<file path="config.mk">
export PLATFORM = sky130hd
export DESIGN_NAME = ias_fetch_unit
export DESIGN_NICKNAME = d
export VERILOG_FILES = /design/src/rtl/ias_fetch_unit.sv
export SDC_FILE = /design/constraint.sdc
export NUM_CORES = 1
export LEC_CHECK = 0
export ABC_AREA = 1
export BUFFER_PORTS_ARGS = -buffer_cell sky130_fd_sc_hd__buf_2
export CAP_MARGIN = 40
export CORE_ASPECT_RATIO = 1.5
export CORE_MARGIN = 2
export CORE_UTILIZATION = 40
export DETAILED_ROUTE_END_ITERATION = 16
export PLACE_DENSITY = 0.62
export SLEW_MARGIN = 5
export SYNTH_ARGS = -nofsm -noshare
export SYNTH_HDL_FRONTEND = slang
export SYNTH_SLANG_ARGS = --single-unit
</file>
<file path="constraint.sdc">
create_clock -name clk -period 2.9 [get_ports clk]
set_input_delay 0.29 -clock clk [delete_from_list [all_inputs] [get_ports clk]]
set_output_delay 0.29 -clock clk [all_outputs]
set_load 0.03 [all_outputs]
</file>
<file path="src/rtl/ias_fetch_unit.sv">
// IAS instruction-fetch sequencer: drives PC strobes, fetches 40-bit words,
// and issues the left then right 20-bit instruction over a valid/ready handshake.
module ias_fetch_unit #(
  parameter int ADDR_W = 8,
  parameter int WORD_W = 40,
  parameter int OPC_W  = 8
) (
  input  logic                          clk,
  input  logic                          reset,
  input  logic                          start,
  input  logic [ADDR_W-1:0]             pc_value,
  output logic                          pc_clear,
  output logic                          pc_load,
  output logic                          pc_inc,
  output logic [ADDR_W-1:0]             pc_load_value,
  output logic                          mem_req,
  output logic [ADDR_W-1:0]             mem_addr,
  input  logic                          mem_ack,
  input  logic [WORD_W-1:0]             mem_rdata,
  output logic                          ir_valid,
  input  logic                          ir_ready,
  output logic [OPC_W-1:0]              ir_opcode,
  output logic [WORD_W/2-OPC_W-1:0]     ir_addr,
  input  logic                          jump_req,
  input  logic [ADDR_W-1:0]             jump_addr,
  input  logic                          jump_right,
  input  logic                          halt,
  output logic                          halted
);

  localparam int INS_W = WORD_W / 2;
  localparam int AF_W  = INS_W - OPC_W;

  typedef enum logic [2:0] {
    S_IDLE, S_FETCH, S_ISSUE_L, S_ISSUE_R, S_HALTED
  } state_t;

  state_t              state_q, state_d;
  logic [INS_W-1:0]    left_q, left_d;
  logic [INS_W-1:0]    ibr_q, ibr_d;
  logic                jump_pending_q, jump_pending_d;
  logic [ADDR_W-1:0]   pend_addr_q, pend_addr_d;
  logic                pend_right_q, pend_right_d;
  logic                right_only_q, right_only_d;
  logic                halt_pending_q, halt_pending_d;
  logic                reload_q, reload_d;

  always_ff @(posedge clk or posedge reset) begin
    if (reset) begin
      state_q        <= S_IDLE;
      left_q         <= '0;
      ibr_q          <= '0;
      jump_pending_q <= 1'b0;
      pend_addr_q    <= '0;
      pend_right_q   <= 1'b0;
      right_only_q   <= 1'b0;
      halt_pending_q <= 1'b0;
      reload_q       <= 1'b0;
    end else begin
      state_q        <= state_d;
      left_q         <= left_d;
      ibr_q          <= ibr_d;
      jump_pending_q <= jump_pending_d;
      pend_addr_q    <= pend_addr_d;
      pend_right_q   <= pend_right_d;
      right_only_q   <= right_only_d;
      halt_pending_q <= halt_pending_d;
      reload_q       <= reload_d;
    end
  end

  always_comb begin
    state_d        = state_q;
    left_d         = left_q;
    ibr_d          = ibr_q;
    jump_pending_d = jump_pending_q;
    pend_addr_d    = pend_addr_q;
    pend_right_d   = pend_right_q;
    right_only_d   = right_only_q;
    halt_pending_d = halt_pending_q;
    reload_d       = reload_q;
    pc_clear       = 1'b0;
    pc_load        = 1'b0;
    pc_inc         = 1'b0;
    pc_load_value  = '0;
    mem_req        = 1'b0;
    mem_addr       = '0;
    ir_valid       = 1'b0;
    ir_opcode      = '0;
    ir_addr        = '0;
    halted         = 1'b0;

    case (state_q)
      S_IDLE: begin
        if (start && !reset) begin
          pc_clear = 1'b1;
          state_d  = S_FETCH;
        end
      end

      S_FETCH: begin
        if (reload_q) begin
          // Idle cycle after a discarded word: redirect the PC with no request up.
          reload_d       = 1'b0;
          jump_pending_d = 1'b0;
          if (halt) begin
            state_d = S_HALTED;
          end else begin
            pc_load       = 1'b1;
            pc_load_value = jump_req ? jump_addr : pend_addr_q;
            right_only_d  = jump_req ? jump_right : pend_right_q;
          end
        end else begin
          mem_req  = 1'b1;
          mem_addr = pc_value;
          if (halt) begin
            halt_pending_d = 1'b1;
          end else if (jump_req) begin
            jump_pending_d = 1'b1;
            pend_addr_d    = jump_addr;
            pend_right_d   = jump_right;
          end
          if (mem_ack) begin
            if (halt_pending_q || halt) begin
              halt_pending_d = 1'b0;
              jump_pending_d = 1'b0;
              state_d        = S_HALTED;
            end else if (jump_pending_q || jump_req) begin
              reload_d = 1'b1;
            end else begin
              left_d       = mem_rdata[WORD_W-1:INS_W];
              ibr_d        = mem_rdata[INS_W-1:0];
              right_only_d = 1'b0;
              state_d      = right_only_q ? S_ISSUE_R : S_ISSUE_L;
            end
          end
        end
      end

      S_ISSUE_L, S_ISSUE_R: begin
        ir_valid  = 1'b1;
        ir_opcode = (state_q == S_ISSUE_L) ? left_q[INS_W-1:AF_W] : ibr_q[INS_W-1:AF_W];
        ir_addr   = (state_q == S_ISSUE_L) ? left_q[AF_W-1:0]     : ibr_q[AF_W-1:0];
        if (halt) begin
          state_d = S_HALTED;
        end else if (jump_req) begin
          pc_load       = 1'b1;
          pc_load_value = jump_addr;
          right_only_d  = jump_right;
          ibr_d         = '0;
          state_d       = S_FETCH;
        end else if (ir_ready) begin
          if (state_q == S_ISSUE_L) begin
            state_d = S_ISSUE_R;
          end else begin
            pc_inc  = 1'b1;
            state_d = S_FETCH;
          end
        end
      end

      S_HALTED: halted = 1'b1;

      default: state_d = S_IDLE;
    endcase
  end

endmodule

</file>
======== Word level (Yosys, flattened, before mapping) ========
Cells that the tools add are included.
word-level totals
  output and inout bits ................... 42
  input port bits ......................... 64
  bits in registers ....................... 56
cells by class
  bitwise operators ....................... 5
  reduce and logical (&&, ||, !) cells .... 13
  eq/ne operators ......................... 18
  mux-type cells .......................... 68
operators by type and width
  operator                                             count
  2-to-1 mux 20 bit                                    6
  2-to-1 mux 8 bit                                     9
  case mux 20 bit (2 select lines)                     1
  2-to-1 mux 1 bit                                     36
  2-to-1 mux 3 bit                                     9
  2-to-1 mux 12 bit                                    2
  case mux 8 bit (2 select lines)                      1
  != test 3 bit, second input constant                 5
  != test 2 bit, second input constant                 7
  AND reduction 7 bit                                  2
  case mux 3 bit (4 select lines)                      1
  != test 4 bit, second input constant                 2
  equality test 3 x 2 -> 1 bit, second input constant  2
  AND reduction 6 bit                                  1
  NOT 1 bit                                            5
  AND reduction 5 bit                                  1
  case mux 1 bit (2 select lines)                      2
  equality test 3 x 1 -> 1 bit, second input constant  1
  equality test 3 bit, second input constant           1
  zero test 3 bit                                      1
  AND reduction 3 bit                                  1
  logical OR 1 bit                                     2
  2-to-1 mux 2 bit                                     1
  AND reduction 2 bit                                  1
  4 further kinds                                      4

======== Longest topological paths before layout ========
  depth after elaboration ................. 6
  gate-level depth with buffers ........... 9
  gate-level depth less buffers ........... 9

======== Least setup slack after synthesis ========
No wires, ideal clock.
  path kind ............................... input port to output port
  start point ............................. input port reset
  end point ............................... output port pc_clear
  path buffers ............................ 0
  arrival time ............................ 2,163 ps
  slack ................................... 447 ps
  stages on the path ...................... 3
  cell sequence ........................... inv_1 nand2_1 nor2_1
on the way
  word-level cells in the longest chain between the ends .. 4
ends and longest elaborated chain
  what               RTL line  source
  from (decl)        9         input logic reset,
  zero test 1 bit    95        if (start && !reset) begin
  logical AND 1 bit  95
  2-to-1 mux 1 bit   95
  2-to-1 mux 1 bit   93        case (state_q)
  to (decl)          12        output logic pc_clear,
Every way passes these cells.

======== Worst setup path in the final report ========
  start point ............................. register state_q[1]
  end point ............................... output port ir_opcode[6]
on the way
  word-level cells in the longest chain between the ends .. 3
  elaborated cells between the ends (all ways) .. 5
  classes of those cells .................. 2 x eq/ne; 2 x mux; 1 x reduce/logical
ends and longest elaborated chain
  what                                                           RTL line  source
  from (decl)                                                    38        state_t state_q, state_d;
  from (signal assigned)                                         60        state_q <= state_d;
  equality test 3 x 2 -> 1 bit, on equally long branches         93, 142
  2-to-1 mux 8 bit / OR reduction 2 bit (equally long branches)  142, 93
  2-to-1 mux 8 bit (*)                                           93
  to (decl)                                                      22        output logic [OPC_W-1:0] ir_opcode,
Mark *: on every way between the ends. The rest lies on a longest branch, timed or not.

==> summary.md <==
| Metric | Value |
|---|---|
| N_diodes | `0` |
| Switching Fraction | `43.6%` |
| Area post-placement | `3670 µm²` |
| Filler cell count | `788` |
| Worst Path Arrival | `2.21 ns` |
| TritonCTS clock tree | `yes` |
| Final WS setup | `0.396 ns` |
| Via count | `3050` |
| Initial core utilization | `41.2%` |
| Via density | `4.86` |
| Actual slew at the worst max-slew pin | `0.722 ns` |
| # rows | `39` |
| Worst skew pair latency | `0.29 ns` |
| Ys flop type | `dfrtp_1` |
| Die area | `8520 µm²` |
| Pint | `2040 µW` |
| Clock transition at path regs | `0.08 ns` |
| Residual DRC | `0` |
| Clock Skew | `0.00818 ns` |
| Clk sinks | `56` |
| Global Route Usage Sum | `19.1%` |
| Critical Path RT | `2.61 ns` |
| IO Port Bufs | `105` |
| Cts bufs inserted | `5` |
| Post_cts resized | `0` |
| Max Clk Rate | `399 MHz` |
| Pre-CTS setup slack | `0.702 ns` |
| Number of global-route vias before repair | `2935` |
| Worst vdd ir | `436 µV` |
| DP HPWL | `5.76 mm` |
| Clk buf depth | `2` |
| Final setup fails | `0` |
| Final Hold Fails | `0` |
| RSZ-0062 raised after global routing | `false` |
| Post-route ant nets | `0` |
| Min-Delay Path Class | `input pin to async pin` |
| Flop pwr share | `37.6%` |
| Mean post-synth cell area | `7.21 µm²` |
| Overall routed net length | `7.87 mm` |
| Register area share after synthesis | `45.0%` |
| Grt total ovfl | `0` |
| Final nets | `589` |
| Finished Core Util | `50.7%` |
| Post-route minimum period | `2.50 ns` |
| Setup crit end kind | `output pin` |
| Startpoint Class | `flop` |
| Netlist cell types | `22` |
| Top cell type by total area after synthesis | `dfrtp_1` |
| Final-report max-slew violation count | `0` |
| P_leak | `0.00213 µW` |
| Io pins | `106` |
| Largest net degree at the start of global routing | `57` |
| Final Cell Area | `3840 µm²` |
| Clock share of power | `19.3%` |
| Core area | `7560 µm²` |
| Synth top area cells | `dfrtp_1, nand2_1, o21ai_0` |
| Synth top area share | `45.0%` |
| Drt wl/cell | `12.5 µm` |
| Number of flops mapped to enable cells by yosys | `0` |
| Syn_nets | `496` |
| Layout cells sized above 1 | `25.7%` |
| Placer Congestion | `0.898` |
| Gate power share | `43.1%` |
| Worst Path Max Fanout | `21` |
| Async S/R FF share, synth | `100%` |
| Critical path type | `flop to output pin` |
| DR iter-0 viols | `172` |
| Seq cells post-synth | `56` |
| Slew headroom | `51.7%` |
| Mapped Area | `3110 µm²` |
| Fin crit share | `86.4%` |
| Setup_tns | `0 ns` |
| CTS Root Cell | `clkbuf_16` |
| Maxcap violations | `0` |
| First-pass GRT wire length | `13.4 mm` |
| Initial antenna violation count | `0` |
| Die Height | `112 µm` |
| Synth-to-layout area growth | `23.3%` |
| Setup Buffers After CTS | `0` |
| Top cells by count, synth | `nand2_1, o21ai_0, inv_1, dfrtp_1, nand3_1` |
| Pwr Density | `944 nW/µm²` |
| Hold_buf cts | `0` |
| Synth warn | `0` |
| Sw Pwr | `1580 µW` |
| Drt first pass iters | `4` |
| Outcome | `finished, final reports clean` |
| H-tree depth | `2` |
| Mapped Cells | `432` |
| Die span in x | `76.0 µm` |
| Top-count cell post-synth | `nand2_1` |
[per-layer routing]
| layer | up-vias | track usage [%] | wire length, µm |
|---|---|---|---|
| li1 | 1551 | - | - |
| met1 | 1393 | 23.4 | 3430 |
| met2 | 91 | 34.2 | 3940 |
| met3 | 15 | 2.65 | 339 |
| met4 | 0 | 6.67 | 161 |
| met5 | - | 0 | 0 |
[cell usage in the layout (no fill, tap or decap)]
master | Yosys | layout
nor4_1 | 1 | 1
buf_2 | 7 | 105
nand2_1 | 119 | 119
bufinv_16 | 0 | 1
nor2_4 | 1 | 1
nor2_8 | 1 | 1
o21ai_2 | 7 | 7
nand2_4 | 2 | 2
o21ai_1 | 16 | 16
nand3_1 | 38 | 38
o21ai_0 | 73 | 73
clkbuf_1 | 10 | 1
or2_4 | 1 | 1
nor2_1 | 22 | 21
dfrtp_1 | 56 | 56
inv_1 | 63 | 62
clkbuf_16 | 0 | 5
a21oi_1 | 1 | 1
nand4_1 | 3 | 3
nor2_2 | 2 | 3
buf_4 | 2 | 5
inv_6 | 0 | 1
inv_2 | 2 | 3
[power by group through the flow]
stage / combinational, µW / sequential (µW) / clock (µW)
floorplan: 1260 / 1300 / 0
global placement: 1550 / 1360 / 0
detailed placement: 1580 / 1370 / 0
CTS: 1580 / 1360 / 707
global route: 1790 / 1410 / 743
finish: 1560 / 1360 / 697
[cells by family (layout without fill, tap and decap cells)]
group	count (synthesis)	count (layout)	share of synthesized area [%]
AND/OR/NAND/NOR	190	190	26.3
flip-flops	56	56	45.0
AO/OA/AOI/OAI	97	97	16.4
buffers and inverters	89	183	12.2
[final cells by class]
cell class                 count  area (µm²)  share of cell area (%)
clock inverter                 2        38.8                    1.01
multi-input combinational    287        1330                    34.8
sequential                    56        1400                    36.5
clock buffer                   6         129                    3.36
tap                          102         128                    3.33
inverter                      65         244                    6.36
timing repair buffer         110         563                    14.7
[path summary, 6_finish.rpt]
path / start / endpoint / slack [ns] / cells after the start
min in group clk: mem_rdata[39] / left_q[19] / 0.22 / 3
max in group asynchronous: reset / left_q[16] / 2.23 / 3
min: reset / ibr_q[5] / 0.20 / 3
min reg2reg: left_q[2] / left_q[2] / 0.49 / 2
max reg2reg: state_q[1] / ibr_q[1] / 0.88 / 7
max: state_q[1] / ir_opcode[6] / 0.40 / 3
[critical path, stage by stage (launching register included)]
cell	delay [ns]
dfrtp_1	0.65
nand3_1	0.62
o21ai_0	0.41
buf_2	0.25
[state kept, by name, indices dropped and copies added, names as in the netlist]
name            cells
pend_addr_q         8
state_q             3
pend_right_q        1
left_q             20
reload_q            1
right_only_q        1
ibr_q              20
jump_pending_q      1
halt_pending_q      1
[stage by stage]
| step | cells | total power, µW | hold WS (ns) |
|---|---|---|---|
| after floorplan | 432 | 2560 | 0.411 |
| after global placement | 620 | 2910 | 0.463 |
| after detailed placement | 620 | 2950 | 0.468 |
| after CTS | 628 | 3650 | 0.222 |
| after global routing | 628 | 3950 | 0.231 |
| final | 628 | 3620 | 0.205 |
Power figures use the tool's default switching activity.
